==> config.mk <==
export PLATFORM = sky130hd
export DESIGN_NAME = fan_drive_cntr
export DESIGN_NICKNAME = d
export VERILOG_FILES = /design/src/rtl/fan_drive_cntr.sv
export SDC_FILE = /design/constraint.sdc
export NUM_CORES = 1
export LEC_CHECK = 0
export BUFFER_PORTS_ARGS = -buffer_cell sky130_fd_sc_hd__buf_2
export CORE_AREA = 4 4 65 111
export CTS_BUF_LIST = sky130_fd_sc_hd__clkbuf_8
export CTS_CLUSTER_DIAMETER = 150
export DETAILED_ROUTE_END_ITERATION = 6
export DIE_AREA = 0 0 69 115
export PLACE_DENSITY = 0.77
export SLEW_MARGIN = 20
export SYNTH_ARGS = -nofsm -noshare
export SYNTH_HDL_FRONTEND = slang
export SYNTH_SLANG_ARGS = --single-unit
==> constraint.sdc <==
create_clock -name clk -period 5.8 [get_ports clk]
set_input_delay 1.16 -clock clk [delete_from_list [all_inputs] [get_ports clk]]
set_output_delay 1.16 -clock clk [all_outputs]
set_load 0.01 [all_outputs]
==> src/rtl/fan_drive_cntr.sv <==
// rtl/fan_drive_cntr.sv - fan speed/PWM controller with off-timer and echo (breeze) mode
module fan_drive_cntr #(
    parameter int SYS_CLK        = 100_000_000,
    parameter int PWM_FREQ       = 100,
    parameter int SPEED_LEVELS   = 4,
    parameter int DUTY_STEPS     = 6,
    parameter int TIMER_STEP_SEC = 5,
    parameter int TIMER_STEPS    = 3,
    parameter int ECHO_SEC       = 2,
    localparam int SW = $clog2(SPEED_LEVELS),
    localparam int TW = $clog2(TIMER_STEPS + 1),
    localparam int RW = $clog2(TIMER_STEPS * TIMER_STEP_SEC + 1)
) (
    input  logic          clk,
    input  logic          reset_p,
    input  logic          btn_power_pedge,
    input  logic          btn_timer_pedge,
    input  logic          btn_echo_pedge,
    output logic          pwm,
    output logic [SW-1:0] speed,
    output logic [SW-1:0] eff_level,
    output logic [TW-1:0] timer_sel,
    output logic [RW-1:0] remaining_sec,
    output logic          timer_active,
    output logic          echo_active,
    output logic          timer_expired
);

    localparam int SLOT      = SYS_CLK / (PWM_FREQ * DUTY_STEPS);
    localparam int DUTY_UNIT = DUTY_STEPS / (SPEED_LEVELS - 1);
    localparam int PW = (SYS_CLK > 1) ? $clog2(SYS_CLK) : 1;
    localparam int CW = (SLOT > 1) ? $clog2(SLOT) : 1;
    localparam int IW = (DUTY_STEPS > 1) ? $clog2(DUTY_STEPS) : 1;
    localparam int DW = $clog2(DUTY_STEPS + 1);
    localparam int EW = (ECHO_SEC > 1) ? $clog2(ECHO_SEC) : 1;

    logic [PW-1:0] sec_cnt_q, sec_cnt_d;
    logic [SW-1:0] speed_q, speed_d;
    logic [TW-1:0] sel_q, sel_d, sel_next;
    logic [RW-1:0] rem_q, rem_d;
    logic          active_q, active_d;
    logic          expired_q, expired_d;
    logic          echo_q, echo_d;
    logic          phase_q, phase_d;
    logic [EW-1:0] echo_cnt_q, echo_cnt_d;
    logic [CW-1:0] slot_cnt_q, slot_cnt_d;
    logic [IW-1:0] slot_idx_q, slot_idx_d;
    logic [DW-1:0] duty_q, duty_d;
    logic          pwm_q, pwm_d;
    logic          sec_tick, expire, slot_end, frame_end;
    logic [SW-1:0] eff;

    assign eff = (echo_q && phase_q) ? SW'(1) : speed_q;

    always_comb begin
        sec_cnt_d  = sec_cnt_q;
        speed_d    = speed_q;
        sel_d      = sel_q;
        rem_d      = rem_q;
        active_d   = active_q;
        expired_d  = 1'b0;
        echo_d     = echo_q;
        phase_d    = phase_q;
        echo_cnt_d = echo_cnt_q;

        sec_tick  = (sec_cnt_q == PW'(SYS_CLK - 1));
        sec_cnt_d = sec_tick ? '0 : sec_cnt_q + PW'(1);
        expire    = sec_tick && active_q && (rem_q == RW'(1));
        sel_next  = (sel_q == TW'(TIMER_STEPS)) ? '0 : sel_q + TW'(1);

        if (sec_tick && active_q && (rem_q > RW'(1)))
            rem_d = rem_q - RW'(1);

        // Expiry outranks power, power outranks timer; losers are dropped.
        if (expire) begin
            speed_d   = '0;
            expired_d = 1'b1;
        end else if (btn_power_pedge) begin
            speed_d = (speed_q == SW'(SPEED_LEVELS - 1)) ? '0 : speed_q + SW'(1);
        end else if (btn_timer_pedge && (speed_q != '0)) begin
            sel_d     = sel_next;
            rem_d     = RW'(32'(sel_next) * TIMER_STEP_SEC);
            active_d  = (sel_next != '0);
            sec_cnt_d = '0;
        end

        if (echo_q && sec_tick) begin
            if (echo_cnt_q == EW'(ECHO_SEC - 1)) begin
                echo_cnt_d = '0;
                phase_d    = ~phase_q;
            end else begin
                echo_cnt_d = echo_cnt_q + EW'(1);
            end
        end

        if (btn_echo_pedge && (speed_d != '0)) begin
            echo_d = ~echo_q;
            if (!echo_q) begin
                phase_d    = 1'b0;
                echo_cnt_d = '0;
            end
        end

        if (speed_d == '0) begin
            sel_d    = '0;
            rem_d    = '0;
            active_d = 1'b0;
            echo_d   = 1'b0;
        end
    end

    // Duty is sampled only on the last cycle of a frame so frames are never cut short.
    always_comb begin
        slot_end   = (slot_cnt_q == CW'(SLOT - 1));
        frame_end  = slot_end && (slot_idx_q == IW'(DUTY_STEPS - 1));
        slot_cnt_d = slot_end ? '0 : slot_cnt_q + CW'(1);
        slot_idx_d = slot_idx_q;
        if (slot_end)
            slot_idx_d = frame_end ? '0 : slot_idx_q + IW'(1);
        duty_d = frame_end ? DW'(32'(eff) * DUTY_UNIT) : duty_q;
        pwm_d  = (32'(slot_idx_d) < 32'(duty_d));
    end

    always_ff @(posedge clk) begin
        if (reset_p) begin
            sec_cnt_q  <= '0;
            speed_q    <= '0;
            sel_q      <= '0;
            rem_q      <= '0;
            active_q   <= 1'b0;
            expired_q  <= 1'b0;
            echo_q     <= 1'b0;
            phase_q    <= 1'b0;
            echo_cnt_q <= '0;
            slot_cnt_q <= '0;
            slot_idx_q <= '0;
            duty_q     <= '0;
            pwm_q      <= 1'b0;
        end else begin
            sec_cnt_q  <= sec_cnt_d;
            speed_q    <= speed_d;
            sel_q      <= sel_d;
            rem_q      <= rem_d;
            active_q   <= active_d;
            expired_q  <= expired_d;
            echo_q     <= echo_d;
            phase_q    <= phase_d;
            echo_cnt_q <= echo_cnt_d;
            slot_cnt_q <= slot_cnt_d;
            slot_idx_q <= slot_idx_d;
            duty_q     <= duty_d;
            pwm_q      <= pwm_d;
        end
    end

    assign pwm           = pwm_q;
    assign speed         = speed_q;
    assign eff_level     = eff;
    assign timer_sel     = sel_q;
    assign remaining_sec = rem_q;
    assign timer_active  = active_q;
    assign echo_active   = echo_q;
    assign timer_expired = expired_q;

endmodule

==> Word level (Yosys, flattened, before mapping) <==
Index checks and enable logic that the tools add are counted.
{ "totals": {"register_bits": 65, "in_bits": 5, "out_inout_bits": 14, "wordCells": 73} }
{ "classes": {"addsub": 7, "n_mul": 1, "n_lt_le_gt_ge": 2, "n_eq_ne": 6, "muxes": 25, "bitwise_logic": 4, "reduce_logical": 15} }
{ "op_table": {"columns": ["cell", "n"], "rows": [
  ["2-to-1 mux 27 bit", 4],
  ["adder 27 x 1 -> 27 bit (second input constant)", 1],
  ["equality test 27 bit (second input constant)", 1],
  ["adder 18 x 1 -> 18 bit (second input constant)", 1],
  ["equality test 18 bit (second input constant)", 1],
  ["2-to-1 mux 4 bit", 4],
  ["2-to-1 mux 2 bit", 5],
  ["2-to-1 mux 1 bit", 9],
  ["2-to-1 mux 3 bit", 3],
  ["logical AND 1 bit", 8],
  ["nonzero test 2 bit", 3],
  ["adder 2 x 1 -> 2 bit (second input constant)", 2],
  ["equality test 2 bit (second input constant)", 2],
  ["equality test 4 x 1 -> 1 bit (second input constant)", 1],
  ["greater-than comparator 4 x 1 -> 1 bit (second input constant)", 1],
  ["multiplier 2 x 3 -> 4 bit (second input constant)", 1],
  ["inverter 1 bit", 4],
  ["OR reduction 2 bit", 2],
  ["subtractor 4 x 1 -> 4 bit (second input constant)", 1],
  ["adder 3 x 1 -> 3 bit (second input constant)", 1],
  ["equality test 3 bit (second input constant)", 1],
  ["less-than comparator 3 bit", 1],
  ["AND reduction 3 bit", 1],
  ["logical NOT 2 bit", 1],
  ["adder 1 bit (second input constant)", 1]
]} }

==> Depth between registers and ports, before layout <==
Gate-level depths: netlist (run 1).
{ "depth": {"ltp_word": 7, "mapped_depth": 10, "depth_no_buf": 10} }

==> Worst setup path before layout (run 1) <==
Ideal clock, no wire load.
{ "synth_path": {"kind": "input-to-reg", "start": "in btn_power_pedge", "end": "reg phase_q", "setup_ns": 0.069, "arrival_time_ns": 2.207, "required_ns": 5.731, "slack_ns": 3.524, "cell_stages": 6, "n_path_buf": 0, "cell_sequence": "or3_1 > o31a_1 > nand2_1 > nor2_2 > or4b_1 > o21ai_1"} }
{ "synth_between": {"elab_chain_cells": 5} }
{ "synth_lines": {"columns": ["item", "line", "rtl"], "rows": [
  ["start: declaration", "16", "input logic btn_power_pedge,"],
  ["2-to-1 mux 2 bit", "78", "end else if (btn_power_pedge) begin"],
  ["2-to-1 mux 2 bit", "75", "if (expire) begin"],
  ["nonzero test 2 bit", "96", "if (btn_echo_pedge && (speed_d != '0)) begin"],
  ["logical AND 1 bit", "96", null],
  ["2-to-1 mux 1 bit", "96", null],
  ["end signal: assignment", "147", "phase_q <= phase_d;"],
  ["end: declaration", "44", "logic phase_q, phase_d;"]
]} }
Every way passes these cells.
A chain may end at the register's enable or synchronous reset.

==> Worst setup path in the final report (run 1) <==
{ "layout_path": {"start": "reg sec_cnt_q[0]", "end": "reg sec_cnt_q[14]"} }
{ "layout_between": {"elab_chain_cells": 5, "word_cells_on_any_way": 8, "cone_classes": "add/sub (1); eq/ne (1); mux (4); reduce/logical (2)"} }
{ "layout_lines": {"columns": ["item", "line", "rtl"], "rows": [
  ["start: declaration", "37", "logic [PW-1:0] sec_cnt_q, sec_cnt_d;"],
  ["start signal: assignment", "140", "sec_cnt_q <= sec_cnt_d;"],
  ["adder 27 x 1 -> 27 bit / equality test 27 bit (equally long branches)", "67, 66", null],
  ["2-to-1 mux 27 bit", "67", "sec_cnt_d = sec_tick ? '0 : sec_cnt_q + PW'(1);"],
  ["2-to-1 mux 27 bit", "80", "end else if (btn_timer_pedge && (speed_q != '0)) begin"],
  ["2-to-1 mux 27 bit", "78", null],
  ["2-to-1 mux 27 bit (*)", "75", null]
]} }
Every way passes the cells marked *; elsewhere a longest branch is shown, timed or not.

==> run metrics, run 1 <==
Max-Cap Viols 0; Primary FF master, synth dfxtp_1; number of fill cells 572; multi-input logic area 0.00168 mm²; endpoint class of the critical path register; Die Y 115 µm; CTS tree yes; worst-skew pair later-pin latency 0.34 ns; Worst Hold Path Cells 1; fmax 395 MHz; largest net degree at the start of global routing 28; Top Layer Used met4; pwr dens 252 mW/mm²; Synth area leader dfxtp_1; # DRC 0; syn nets 367; final hold violations 0; share of flip-flops with an asynchronous set or reset 0%; Top-Level Pins 19; Synth Warn # 0; antenna cell count 0; Yosys cell types 49; Die ar. 0.00794 mm²; Leak 0.00128 µW; peak supply drop 0.000163 V; Global Route Usage Sum 15.3%; Worst Path Max Fanout 27; R2R Setup Slk 3.27 ns; critical path class reg -> reg; status finished clean; Met3 Wirelength 153 µm; Die W 69 µm; FF-to-FF Start sec_cnt_q[0]; CP bufs+invs 0; Final Instance Area 0.00339 mm²; Setup Skew 0.0109 ns; Worst path max stage delay 0.79 ns; first-pass GRT wire length 9.86 mm; Vias/cell 5.35; Synth top area share 42.2%; register area 0.00130 mm²; TritonCTS Buffers 9; vias in the first global route 2316; # rows 38; post-route setup slack 3.27 ns; cts repair resizes 0; CP top delay family simple AND/OR/NAND/NOR gates; clock sinks 65; hold_sp sec_cnt_q[0]; first drt pass iteration count 4; initial antenna violation count 0; Tmin final 2.53 ns; M1 wire length 2.28 mm; fin crit share 43.6%; EDFF count, synth 0; RSZ-0062 raised after global routing false; placer congestion estimate 0.810; hold bufs inserted after CTS 0; area grow syn2layout 10.1%; root buf cell clkbuf_8; via count 2431; data required time of the critical path 6.00 ns; cell area after placement 0.00322 mm²; CP Launch Type register; GRT overflow 0; FF-to-FF path depth 6; max-slew violations 0; Post-Route Setup TNS 0 ns; Core Region 0.00628 mm²; Rel. slew slack 38.0%; synthesized area 0.00308 mm²; layout cells sized above 1 11.5%; Synth area leaders dfxtp_1 42%, nor2_1 7.3%, xor2_1 6.8%, ha_1 4.9%, xnor2_1 4.3%; nets@finish 387; Arr. time, crit path 2.73 ns; Final setup viols 0; wire length per cell 12.3 µm; RR Endpoint sec_cnt_q[14]; Min-Delay Endpoint sec_cnt_q[0]; Hold Crit Class reg -> reg; H-tree depth 3; Met2 Routed Length 2.94 mm; crit-path cells ha_1 -> nand3_1 -> or2_4 -> nor4_4 -> or3_1 -> nor2_1; Post-Place Setup Slack 3.15 ns; Routed WL 5.59 mm; CTS Buffer Depth 2; CP max stage cell or3_1; Final ANT Viol Nets 0; Avg Inst Size Synth 8.80 µm²; Initial DRC Count 102; Worst-Margin Slew 0.930 ns; Clock Pin Slew Worst Setup and Hold Paths 0.07 ns; Post-DP HPWL 4.07 mm; # Post-CTS Setup Buffers 0; register area share after synthesis 42.2%; Initial Util 49.1%; IO Port Bufs 18; Seq cells post-synth 65; cells after synthesis 350
worst reg2reg max path, cell delays in order, from the launching register on:
cell and delay, ns:
dfxtp_1 0.35, ha_1 0.19, nand3_1 0.18, or2_4 0.33, nor4_4 0.42, or3_1 0.79, nor2_1 0.13
kinds of logic after synthesis:
kind of cell               Yosys count  synth area share (%)
adders and majority gates           12                  4.87
DFF                                 65                  42.2
buffers and inverters               22                  3.41
AOI/OAI and AO/OA                   34                  6.37
muxes                                6                  1.99
xor gates and xnor gates            39                  11.1
and+or+nand+nor                    172                  30.0
state kept, by name, summed over array words and instances (netlist names):
name	count
timer_active	1
speed	2
slot_cnt_q	18
echo_cnt_q	1
phase_q	1
pwm	1
timer_sel	2
slot_idx_q	3
remaining_sec	4
duty_q	3
sec_cnt_q	27
timer_expired	1
echo_active	1
synthesized netlist by cell type (2+ instances only):
library cell  number
dfxtp_1           65
nor2_1            60
xor2_1            24
nand2_1           23
nand3_1           20
xnor2_1           15
a21oi_1           14
nand4_1           14
inv_1             13
ha_1              12
o21ai_0            9
or3_1              9
nor3_1             7
buf_2              6
and3_1             5
mux2i_1            5
nor2b_1            5
nor4_1             4
or3b_1             3
a211oi_1           2
buf_6              2
nand2b_1           2
nand3b_1           2
nor3b_1            2
nor4_4             2
o21ai_1            2
report_power, final:
part	internal, µW	switching [µW]
combinational	16.1	24.4
sequential	453	7.46
clock	191	163
layout by cell type (no fill, tap or decap), types with 12 or more instances in the layout:
cell type,n
dfxtp_1,65
nor2_1,60
xor2_1,24
nand2_1,23
nand3_1,20
buf_2,18
inv_1,15
xnor2_1,15
nand4_1,14
a21oi_1,14
ha_1,12
cell type report:
cell class                 count  area share, %
inverter                      13           1.44
clock inverter                 6           1.55
timing repair buffer          18           2.66
multi-input combinational    263           49.4
clock buffer                   9           3.65
sequential                    65           38.4
tap                           80           2.95
through the flow:
stage          cells  util [%]  hold slack [ns]  total power, µW
2_1_floorplan    350         -            0.418              500
4_1_cts          454      54.0            0.451              861
3_3_place_gp     439      51.2            0.425              510
3_5_place_dp     439      51.2            0.435              511
5_1_grt          454      54.0            0.478              889
6_report         454      54.0            0.447              854
how the worst max path moves through the flow:
| stage | startpoint | endpoint | slack (ns) | depth (start not counted) |
|---|---|---|---|---|
| after floorplan | btn_power_pedge | phase_q | 3.52 | 6 |
| after global placement | btn_power_pedge | sec_cnt_q[10] | 3.22 | 4 |
| after detailed placement | btn_power_pedge | sec_cnt_q[7] | 3.15 | 4 |
| after CTS | sec_cnt_q[0] | sec_cnt_q[7] | 3.22 | 6 |
| after global routing | sec_cnt_q[0] | sec_cnt_q[16] | 3.04 | 6 |
| final | sec_cnt_q[0] | sec_cnt_q[14] | 3.27 | 6 |
per-layer routing:
| layer | track usage, % | up-vias |
|---|---|---|
| met5 | 0 | - |
| met4 | 9.78 | 0 |
| met3 | 4.02 | 20 |
| met2 | 27.4 | 36 |
| met1 | 15.7 | 1131 |
| li1 | - | 1244 |
Power figures use the tool's default switching activity.
==> inputs of run 2 (changes only) <==
==> constraint.sdc (replaced) <==
create_clock -name clk -period 2.4 [get_ports clk]
set_input_delay 0.48 -clock clk [delete_from_list [all_inputs] [get_ports clk]]
set_output_delay 0.48 -clock clk [all_outputs]
set_load 0.01 [all_outputs]
==> run metrics, run 2 (synthesized netlist as in run 1, its figures left out) <==
status finished clean; max-slew violations 0 (unchanged); final hold violations 0 (unchanged); Final setup viols 0 (unchanged); Final Non-Filler Cells 461 (+1.5%); # DRC 0 (unchanged); clock sinks 65 (unchanged); antenna cell count 0 (unchanged); IO Port Bufs 18 (unchanged); Clock Pin Slew Worst Setup and Hold Paths 0.07 ns (about the same); root buf cell clkbuf_8; critical path class reg -> reg; initial antenna violation count 0 (unchanged); first-pass GRT wire length 10.6 mm (+7.6%); peak supply drop 0.000476 V (+190%); worst-skew pair later-pin latency 0.34 ns (about the same); Worst Path Max Fanout 4 (-85%); Leak 0.00137 µW (+6.8%); FF-to-FF Start slot_cnt_q[6]; CP max stage cell nor4_4; total placed cells including tap cells 444 (+1.1%); utilization after layout 56.2% (+2.1 points); nets@finish 393 (+1.6%); FF-to-FF path depth 7 (+1); vias in the first global route 2572 (+11%); R2R Setup Slk 0.13 ns (-3.14 ns); placer congestion estimate 0.822 (+1.5%); Post-DP HPWL 4.51 mm (+11%); Global Route Usage Sum 16.5% (+1.2 points); wire length per cell 13.3 µm (+7.6%); Biggest register sec_cnt_q; Worst-Margin Slew 0.485 ns (-0.446 ns); number of fill cells 550 (-3.8%); largest net degree at the start of global routing 28 (unchanged); Arr. time, crit path 2.54 ns (-0.19 ns); Initial Util 49.1% (unchanged); layout cells sized above 1 13.9% (+2.4 points); Die ar. 0.00794 mm² (unchanged); Hold Crit Class reg -> reg; Top-Level Pins 19 (unchanged); CP startpoint slot_cnt_q[6]; data required time of the critical path 2.67 ns (-3.33 ns); Final Instance Area 0.00352 mm² (+3.9%); Min-Delay Endpoint sec_cnt_q[0]; Core Region 0.00628 mm² (unchanged); Initial DRC Count 109 (+6.9%); Post-Place Setup Slack 0.148 ns (-3.01 ns); Routed WL 6.11 mm (+9.3%); Final ANT Viol Nets 0 (unchanged); GRT overflow 0 (unchanged); Post-Route Setup TNS 0 ns (unchanged); Rel. slew slack 67.4% (+29 points); post-route setup slack 0.128 ns (-3.14 ns); Vias/cell 5.39 (+0.71%); Worst Hold Path Cells 1 (unchanged); Max-Cap Viols 0 (unchanged); CP Launch Type register; Worst path max stage delay 0.37 ns (-0.42 ns); RSZ-0062 raised after global routing true; Setup Skew 0.00998 ns (-0.000954 ns); H-tree depth 3 (unchanged); most frequent cells in the layout 65 x dfxtp_1, 60 x nor2_1, 24 x xor2_1; multi-input logic area 0.00171 mm² (+1.9%); fmax 440 MHz (+11%); Die W 69 µm (unchanged); hold bufs inserted after CTS 0 (unchanged); CTS Buffer Depth 2 (unchanged); CP top delay family simple AND/OR/NAND/NOR gates; TritonCTS Buffers 9 (unchanged); CTS tree yes; CP bufs+invs 0 (unchanged); area grow syn2layout 14.4%; endpoint class of the critical path register; via count 2486 (+2.3%); hold_sp sec_cnt_q[0]; # rows 38 (unchanged); register area 0.00130 mm² (unchanged); fin crit share 94.7% (+51 points); cell area after placement 0.00327 mm² (+1.6%); pwr dens 635 mW/mm² (+150%); commonest non-fill, non-tap cell in the layout dfxtp_1; number of flip-flops in the largest register 27 (unchanged); Tmin final 2.27 ns (-0.258 ns); first drt pass iteration count 4 (unchanged); crit-path cells nor4_1 -> nand3_1 -> nor4_4 -> mux2i_2 -> ha_4 -> a211o_1 -> a31oi_1; Die Y 115 µm (unchanged); RR Endpoint pwm
[run 2: worst max path at each step]
stage	cells after the start	end	slack, ns
after floorplan	6	pwm	0.21
after global placement	7	pwm	0.24
after detailed placement	7	pwm	0.15
after CTS	7	pwm	0.13
after global routing	7	pwm	-0.01
final	7	pwm	0.13
[run 2: repair_timing]
item,CTS,global route
endpoints found under the hold margin,0,0
buffers inserted,0,1
resized for setup,0,5
setup endpoints to repair,0,3
[run 2: report_power, final]
part           internal (µW)  switching, µW  leakage, µW  total [µW]
clock network            607            412     0.000117        1020
logic                   43.9           62.0     0.000724         106
registers               1090           18.0     0.000525        1110
total                   1750            492      0.00137        2240
[run 2: layout make-up]
class                           count  area share (%)
Clock buffer                       10            3.90
Clock inverter                      6            2.34
Inverter                           13            1.38
Multi-Input combinational cell    263            48.4
Sequential cell                    65            36.9
Tap cell                           80            2.84
Timing Repair Buffer               24            4.19
[run 2: through the flow]
step / total power [µW] / hold WS, ns
final: 2240 / 0.448
after detailed placement: 1240 / 0.438
after floorplan: 1210 / 0.418
after global routing: 2320 / 0.475
after global placement: 1240 / 0.430
after CTS: 2270 / 0.451
[run 2: routing by layer]
| layer | vias up | share of wire, % | GRT usage (%) |
|---|---|---|---|
| li1 | 1254 | - | - |
| met1 | 1177 | 38 | 15.3 |
| met2 | 35 | 56 | 31.3 |
| met3 | 20 | 2.8 | 4.37 |
| met4 | 0 | 3.6 | 10.8 |
| met5 | - | 0 | 0 |
==> inputs of run 3 (changes only) <==
--- a/config.mk
+++ b/config.mk
@@ -11,7 +11,9 @@
 export CTS_CLUSTER_DIAMETER = 150
 export DETAILED_ROUTE_END_ITERATION = 6
 export DIE_AREA = 0 0 69 115
+export MAX_ROUTING_LAYER = met4
 export PLACE_DENSITY = 0.77
+export RECOVER_POWER = 50
 export SLEW_MARGIN = 20
 export SYNTH_ARGS = -nofsm -noshare
 export SYNTH_HDL_FRONTEND = slang
==> run metrics, run 3 (synthesized netlist as in run 1, its figures left out) <==
status finished clean; Clock Pin Slew Worst Setup and Hold Paths 0.07 ns (about the same); utilization after layout 56.0% (-0.16 points); post-route setup slack 0.175 ns (+0.0466 ns); most frequent cells in the layout 64 x dfxtp_1, 60 x nor2_1, 24 x xor2_1; initial antenna violation count 0 (unchanged); layout cells sized above 1 11.8% (-2.1 points); CTS tree yes; Top-Level Pins 19 (unchanged); Setup Skew 0.0112 ns (+0.00125 ns); Final setup viols 0 (unchanged); hold bufs inserted after CTS 0 (unchanged); Initial Util 49.1% (unchanged); Max-Cap Viols 0 (unchanged); hold_sp sec_cnt_q[0]; Rel. slew slack 67.0% (-0.38 points); Routed WL 6.19 mm (+1.3%); area grow syn2layout 14.0%; sw frac 21.9% (-0.096 points); largest net degree at the start of global routing 28 (unchanged); GRT overflow 0 (unchanged); sequential share of power 49.8% (about the same); CTS Buffer Depth 2 (unchanged); Post-Place Setup Slack 0.148 ns (unchanged); Hold Crit Class reg -> reg; TritonCTS Buffers 9 (unchanged); first drt pass iteration count 4 (unchanged); Final ANT Viol Nets 0 (unchanged); FF-to-FF Start slot_cnt_q[6]; endpoint class of the critical path register; Initial DRC Count 128 (+17%); Net Switching 489 µW (-0.64%); Tmin final 2.23 ns (-0.0466 ns); vias in the first global route 2566 (-0.23%); Die ar. 0.00794 mm² (unchanged); Core Region 0.00628 mm² (unchanged); number of flip-flops in the largest register 27 (unchanged); fin crit share 92.7% (-1.9 points); nets@finish 393 (unchanged); max-slew violations 0 (unchanged); worst-skew pair later-pin latency 0.34 ns (about the same); via count 2472 (-0.56%); wire length per cell 13.4 µm (+1.3%); clock sinks 65 (unchanged); Die Y 115 µm (unchanged); Worst Hold Path Cells 1 (unchanged); RR Endpoint pwm; placer congestion estimate 0.834 (+1.5%); clock share of power 45.5% (about the same); CP max stage cell dfxtp_1; peak supply drop 0.000476 V (about the same); Leak 0.00130 µW (-4.7%); R2R Setup Slk 0.17 ns (+0.05 ns); final hold violations 0 (unchanged); # rows 38 (unchanged); commonest non-fill, non-tap cell in the layout dfxtp_1; FF-to-FF path depth 7 (unchanged); number of fill cells 557 (+1.3%); crit-path cells nor4_1 -> nand3_1 -> nor4_4 -> mux2i_2 -> ha_4 -> a211o_1 -> a31oi_1; H-tree depth 3 (unchanged); Arr. time, crit path 2.50 ns (-0.04 ns); critical path class reg -> reg; fmax 449 MHz (+2.1%); Vias/cell 5.36 (-0.56%); antenna cell count 0 (unchanged); Worst path max stage delay 0.34 ns (-0.03 ns); Min-Delay Endpoint sec_cnt_q[0]; Pwr Total 2230 µW (-0.20%); data required time of the critical path 2.67 ns (about the same); Post-Route Setup TNS 0 ns (unchanged); IO Port Bufs 18 (unchanged); Pint 1740 µW (about the same); # DRC 0 (unchanged); Global Route Usage Sum 17.0% (+0.48 points); Post-DP HPWL 4.51 mm (unchanged); Comb pwr share 4.7% (about the same); pwr dens 635 mW/mm² (about the same); first-pass GRT wire length 10.6 mm (about the same); root buf cell clkbuf_8; Worst Path Max Fanout 4 (unchanged); RSZ-0062 raised after global routing true; Die W 69 µm (unchanged); Biggest register sec_cnt_q; CP Launch Type register; Worst-Margin Slew 0.491 ns (+0.00561 ns)
-- run 3: cell count changes in the layout (fill, tap and decap cells not counted), sizes merged --
cell	before	now
buf	24	13
clkbuf	10	21
-- run 3: layout make-up --
cell class              count  area (µm²)  share of cell area, %
well taps                  80         100                   2.85
repair buffers             24         134                   3.81
clock buffers              10         138                   3.92
clock inverters             6        82.6                   2.35
flip-flops and latches     65        1300                   37.1
inverters                  13        48.8                   1.39
multi-input cells         263        1710                   48.6
-- run 3: stage by stage --
stage	cell area, µm²	cells	hold slack (ns)
final	3510	461	0.448
after CTS	3490	460	0.451
after floorplan	3080	350	0.418
after detailed placement	3270	444	0.438
after global routing	3510	461	0.475
after global placement	3270	444	0.430
-- run 3: worst max-delay path: cells and delay by family, from the launching register on --
family          cells  cell delay [ns]
mux                 1             0.34
simple gates        3             0.80
flops               1             0.34
fa+ha+maj           1             0.25
compound gates      2             0.42
-- run 3: timing repair --
action / 4_1_cts / 5_1_grt
endpoints found under the setup margin: 0 / 3
resized for setup: 0 / 7
endpoints found under the hold margin: 0 / 0
buffers inserted: 0 / 1
-- run 3: worst max path at each step --
stage | from | endpoint | slack [ns] | cells after the start
after detailed placement | slot_cnt_q[5] | pwm | 0.15 | 7
final | slot_cnt_q[6] | pwm | 0.17 | 7
after global routing | slot_cnt_q[5] | pwm | -0.04 | 9
after floorplan | slot_cnt_q[3] | pwm | 0.21 | 6
after global placement | slot_cnt_q[5] | pwm | 0.24 | 7
after CTS | slot_cnt_q[17] | pwm | 0.13 | 7
-- run 3: power by group through the flow --
stage | logic [µW] | registers [µW] | clock network [µW]
after floorplan | 72.4 | 1140 | 0
after global placement | 105 | 1140 | 0
after detailed placement | 107 | 1140 | 0
after CTS | 108 | 1110 | 1050
after global routing | 120 | 1110 | 1090
final | 105 | 1110 | 1020
-- run 3: per-layer routing --
layer | global-route usage [%] | up-vias | wire length, µm
li1 | - | 1253 | -
met1 | 15.4 | 1167 | 2350
met2 | 31.1 | 34 | 3450
met3 | 4.37 | 18 | 174
met4 | 10.8 | 0 | 210
met5 | - | - | 0
